### config.mk
export PLATFORM = sky130hd
export DESIGN_NAME = cypher_controller_flat
export DESIGN_NICKNAME = d
export VERILOG_FILES = /design/src/rtl/cypher_controller_if.sv /design/src/rtl/cypher_controller.sv /design/src/flat_wrapper.sv
export SDC_FILE = /design/constraint.sdc
export NUM_CORES = 1
export LEC_CHECK = 0
export ABC_AREA = 1
export BUFFER_PORTS_ARGS = -buffer_cell sky130_fd_sc_hd__buf_2
export CAP_MARGIN = 20
export CORE_MARGIN = 2
export CORE_UTILIZATION = 53
export DETAILED_ROUTE_END_ITERATION = 8
export PLACE_DENSITY = 0.77
export SLEW_MARGIN = 20
export SYNTH_ARGS = -nofsm -noshare
export SYNTH_HDL_FRONTEND = slang
export SYNTH_SLANG_ARGS = --single-unit
### constraint.sdc
create_clock -name clock -period 1.53 [get_ports clock]
set_input_delay 0.306 -clock clock [delete_from_list [all_inputs] [get_ports clock]]
set_output_delay 0.306 -clock clock [all_outputs]
set_load 0.05 [all_outputs]
### src/rtl/cypher_controller_if.sv
// cypher_controller_if: start/digit handshake, datapath status and strobes, panel results
interface cypher_controller_if;
    logic       start;
    logic       digit_valid;
    logic       stop;
    logic       comparison;
    logic       check;
    logic       wr_sum;
    logic       wr_counter;
    logic       sel_sum;
    logic       sel_counter;
    logic       read;
    logic       wr_comp;
    logic       busy;
    logic       unlocked;
    logic       alarm;
    logic [1:0] fail_count;

    modport master (
        output start, digit_valid, stop, comparison, check,
        input  wr_sum, wr_counter, sel_sum, sel_counter, read, wr_comp,
        input  busy, unlocked, alarm, fail_count
    );

    modport slave (
        input  start, digit_valid, stop, comparison, check,
        output wr_sum, wr_counter, sel_sum, sel_counter, read, wr_comp,
        output busy, unlocked, alarm, fail_count
    );
endinterface

### src/rtl/cypher_controller.sv
// cypher_controller: entry FSM driving the cypher datapath, with failed-attempt lockout
module cypher_controller #(
    parameter int MAX_FAILS      = 3,
    parameter int LOCKOUT_CYCLES = 16
) (
    input logic                clock,
    input logic                reset,
    cypher_controller_if.slave bus
);
    typedef enum logic [2:0] {IDLE, WAIT, EVAL, CHECK, PASS, FAIL, LOCK} state_t;

    state_t     state, state_next;
    logic [1:0] fail_count, fail_next;
    logic [7:0] timer, timer_next;
    logic       clear, accept, advance;
    logic       unused_check;

    assign unused_check = bus.check;

    // State, consecutive-failure count and lockout timer
    always_ff @(posedge clock or posedge reset) begin
        if (reset) begin
            state      <= IDLE;
            fail_count <= 2'd0;
            timer      <= 8'd0;
        end else begin
            state      <= state_next;
            fail_count <= fail_next;
            timer      <= timer_next;
        end
    end

    // Next state plus the clear/accept/advance actions that map onto datapath strobes
    always_comb begin
        state_next = state;
        fail_next  = fail_count;
        timer_next = timer;
        clear      = 1'b0;
        accept     = 1'b0;
        advance    = 1'b0;
        case (state)
            IDLE: if (bus.start) begin
                clear      = 1'b1;
                state_next = WAIT;
            end
            WAIT: if (bus.start) begin
                clear = 1'b1;
            end else if (bus.digit_valid) begin
                accept     = 1'b1;
                state_next = EVAL;
            end
            EVAL: if (bus.comparison) begin
                advance    = 1'b1;
                state_next = CHECK;
            end else begin
                state_next = FAIL;
            end
            CHECK: if (bus.stop) begin
                fail_next  = 2'd0;
                state_next = PASS;
            end else begin
                state_next = WAIT;
            end
            PASS: if (bus.start) begin
                clear      = 1'b1;
                state_next = WAIT;
            end
            FAIL: if (int'(fail_count) + 1 == MAX_FAILS) begin
                timer_next = 8'(LOCKOUT_CYCLES - 1);
                state_next = LOCK;
            end else begin
                fail_next  = fail_count + 2'd1;
                state_next = IDLE;
            end
            LOCK: if (timer == 8'd0) begin
                fail_next  = 2'd0;
                state_next = IDLE;
            end else begin
                timer_next = timer - 8'd1;
            end
            default: state_next = IDLE;
        endcase
    end

    assign bus.wr_sum      = clear | advance;
    assign bus.wr_counter  = clear | advance;
    assign bus.sel_sum     = advance;
    assign bus.sel_counter = advance;
    assign bus.read        = accept;
    assign bus.wr_comp     = accept;
    assign bus.busy        = state inside {WAIT, EVAL, CHECK};
    assign bus.unlocked    = state == PASS;
    assign bus.alarm       = state == LOCK;
    assign bus.fail_count  = fail_count;
endmodule

### src/flat_wrapper.sv
// flat-port wrapper written by rule: the top's interface ports become plain ports
module cypher_controller_flat 
#(
    parameter int MAX_FAILS      = 3,
    parameter int LOCKOUT_CYCLES = 16
)
  (clock, reset, bus_start, bus_digit_valid, bus_stop, bus_comparison, bus_check, bus_wr_sum, bus_wr_counter, bus_sel_sum, bus_sel_counter, bus_read, bus_wr_comp, bus_busy, bus_unlocked, bus_alarm, bus_fail_count);
  cypher_controller_if bus_i ();
  input logic clock;
  input logic reset;
  input wire logic [$bits(bus_i.start)-1:0] bus_start;
  input wire logic [$bits(bus_i.digit_valid)-1:0] bus_digit_valid;
  input wire logic [$bits(bus_i.stop)-1:0] bus_stop;
  input wire logic [$bits(bus_i.comparison)-1:0] bus_comparison;
  input wire logic [$bits(bus_i.check)-1:0] bus_check;
  output wire logic [$bits(bus_i.wr_sum)-1:0] bus_wr_sum;
  output wire logic [$bits(bus_i.wr_counter)-1:0] bus_wr_counter;
  output wire logic [$bits(bus_i.sel_sum)-1:0] bus_sel_sum;
  output wire logic [$bits(bus_i.sel_counter)-1:0] bus_sel_counter;
  output wire logic [$bits(bus_i.read)-1:0] bus_read;
  output wire logic [$bits(bus_i.wr_comp)-1:0] bus_wr_comp;
  output wire logic [$bits(bus_i.busy)-1:0] bus_busy;
  output wire logic [$bits(bus_i.unlocked)-1:0] bus_unlocked;
  output wire logic [$bits(bus_i.alarm)-1:0] bus_alarm;
  output wire logic [$bits(bus_i.fail_count)-1:0] bus_fail_count;
  assign bus_i.start = bus_start;
  assign bus_i.digit_valid = bus_digit_valid;
  assign bus_i.stop = bus_stop;
  assign bus_i.comparison = bus_comparison;
  assign bus_i.check = bus_check;
  assign bus_wr_sum = bus_i.wr_sum;
  assign bus_wr_counter = bus_i.wr_counter;
  assign bus_sel_sum = bus_i.sel_sum;
  assign bus_sel_counter = bus_i.sel_counter;
  assign bus_read = bus_i.read;
  assign bus_wr_comp = bus_i.wr_comp;
  assign bus_busy = bus_i.busy;
  assign bus_unlocked = bus_i.unlocked;
  assign bus_alarm = bus_i.alarm;
  assign bus_fail_count = bus_i.fail_count;
  cypher_controller #(.MAX_FAILS(MAX_FAILS), .LOCKOUT_CYCLES(LOCKOUT_CYCLES)) u_core (.clock(clock), .reset(reset), .bus(bus_i));
endmodule
==> results by group <==
Run status
  • Status: finished with violations
  • Violated checks: setup timing

Pwr
  • Leakage power: about 0.00064 uW
  • Max IR drop VDD: between 1500 and 2000 uV
  • Pwr/cell area: between 2000 and 2500 nW/um2
  • Power Total: about 2600 uW

Cells and area
  • Commonest non-fill, non-tap cell in the layout: nand2_1
  • Most frequent cells in the layout: nand2_1, inv_1, nand3_1, buf_4
  • Post-route cell area: 1280 um2
  • Ant. Diodes: 0
  • Post-route core utilization: 0.824
  • Fraction of layout cells with a size suffix above 1: 0.408
  • Nets: 168
  • Synth-to-layout area growth: 40.7%

Floorplanning
  • Die Y: roughly 46 um
  • Standard-cell rows: 14
  • Core Area: around 1600 um2
  • Initial Utilization: 0.586
  • Num ports: 18
  • Die width: approximately 46 um
  • Die area: about 2100 um2

Synth
  • Number of synthesized register bits: 13
  • Post-synth top area cell: dfrtp_1
  • Post-Syn Area: between 900 and 1000 um2
  • Seq/Total Area, Yosys: 0.356
  • Ys Warns: 0
  • Share of the synthesized area in the top cell type: 0.356
  • Count of different cell masters after synthesis: 23
  • Synth top area cells: dfrtp_1, nand2_1, nand3_1
  • Post-Syn Instances: 125
  • Synthesized Nets: between 100 and 150
  • Syn_area_per_cell: 7.31 um2

Place
  • PortBufs: 16
  • Placer Congestion: approximately 0.87
  • Pre-CTS setup slack: between 0.03 and 0.04 ns
  • DP HPWL: 1640 um
  • Placed Area: between 1000 and 1500 um2

Clock network
  • Clock Tree Root: clkbuf_4
  • CTS tree: built
  • Clock latency reported for the late side of the worst-skew pair: a little under 0.3 ns
  • CTS H-Tree Depth: 1
  • CTS Buffer Depth: 2
  • Clk pin slew, worst setup/hold paths: around 0.08 ns
  • Clock sinks: 13
  • Hold buffer count at CTS: 0
  • Num CTS Buffers: 3

STA
  • Headroom to the max-slew limit: 0.660
  • Hold Vio Cnt, Final: 0
  • Final period util: 1.10
  • Sum of negative setup slack: -0.901 ns
  • Final Skew: 0.00120 ns
  • Worst slew pin tran: around 0.51 ns
  • Min Tclk post-route: between 1.5 and 2 ns
  • Max Freq: approximately 0.60 GHz
  • Final Worst Setup Slack: -0.148 ns
  • RSZ-0062 raised after global routing: yes
  • Setup-failing EPs final: 11
  • Slew Limit Fails: 0

Critical path
  • CP Max Fanout: 5
  • R2R setup slack: -0.04 ns
  • Crit path DAT: about 1.4 ns
  • CP endpoint kind: output port
  • Worst Setup Path Type: reg -> out
  • Worst Path Required: roughly 1.2 ns
  • CP startpoint kind: flop

Routing
  • WL/cell: 14.2 um
  • Final WL: 2460 um
  • ANT nets after route: 0
  • DR iter-0 viols: 16
  • Via count: ~940
  • DRC errors left: 0
  • Via/cell ratio: around 5.4
  • Drt pass-1 iters: 4

Global routing
  • Pin count of the biggest net entering global routing: 14
  • Number of global-route vias before repair: 930
  • GR Util All Layers: 0.270
  • Total grt overflow: 0
  • First-pass GRT wire length: between 3000 and 4000 um
  • Initial antenna violation count: 0

Worst hold path
  • Worst Hold Class: in -> async

Run
  • Maxcap violations: 0
report_power, final:
group / switching, uW / internal (uW)
Combinational: 1110 / 669
Clock: 125 / 101
Sequential: 115 / 467
Total: 1350 / 1240
logic make-up (layout without fill, tap and decap cells):
kind of cell / count (synthesis) / after routing / share of synthesized area
AOI/OAI and AO/OA: 12 / 12 / 0.0808
xor gates and xnor gates: 2 / 2 / 0.0192
adders and majority gates: 3 / 3 / 0.0411
buffers and inverters: 25 / 57 / 0.116
DFF: 13 / 13 / 0.356
and+or+nand+nor: 70 / 70 / 0.386
Yosys cell counts:
master and n:
ha_1 3, buf_2 1, o21ai_0 5, o21ai_1 2
nor2_1 15, nand2_4 1, nor3_1 1, nand3b_1 1
dfrtp_1 13, nor4_1 1, nand3_1 14, inv_2 4
buf_4 3, nand2_1 29, nor2_4 3, o21ai_2 3
o22ai_1 2, xor2_1 2, nand4_1 1, nand3_2 2
inv_1 17, nor3_2 1, nand3_4 1
registers in the layout, summed over array words and instances, names as in the netlist:
signal and flops:
u_core.state 3, u_core.bus.fail_count 2, u_core.timer 8
stage by stage:
stage,hold slack [ns],std cells
6_report,0.0308,173
3_5_place_dp,0.354,161
2_1_floorplan,0.183,125
4_1_cts,0.0454,173
5_1_grt,0.0912,173
3_3_place_gp,0.347,161
what timing repair did:
item	CTS	global route
setup endpoints to repair	9	16
pin swaps	4	2
resized for setup	25	8
setup buffers	8	0
final timing paths:
path | start | endpoint | cells after the start
max | u_core.state[1] | bus_wr_counter | 4
min in group clock | bus_digit_valid | u_core.state[0] | 4
min reg2reg | u_core.bus.fail_count[0] | u_core.bus.fail_count[0] | 2
max in group asynchronous | reset | u_core.state[1] | 2
max reg2reg | u_core.state[1] | u_core.state[2] | 8
min | reset | u_core.timer[7] | 2
per-layer routing:
layer / up-vias / wire length, um / track usage
li1: 457 / - / -
met3: 9 / 109 / 0.0476
met2: 34 / 1350 / 0.476
met1: 442 / 923 / 0.303
met5: - / 0 / 0
met4: 0 / 78 / 0.147
cell type report:
class	count	area (um2)
Clock buffer	4	26.3
Inverter	21	81.3
Multi-Input combinational cell	87	549
Fill cell	108	274
Tap cell	16	20.0
Timing Repair Buffer	32	279
Sequential cell	13	329
critical path, stage by stage (launching register included):
cell and delay, ns:
dfrtp_2 0.43, buf_4 0.14, nand3_4 0.11, o22ai_4 0.21, buf_6 0.20
No activity file was read; power rests on OpenSTA's default activity.
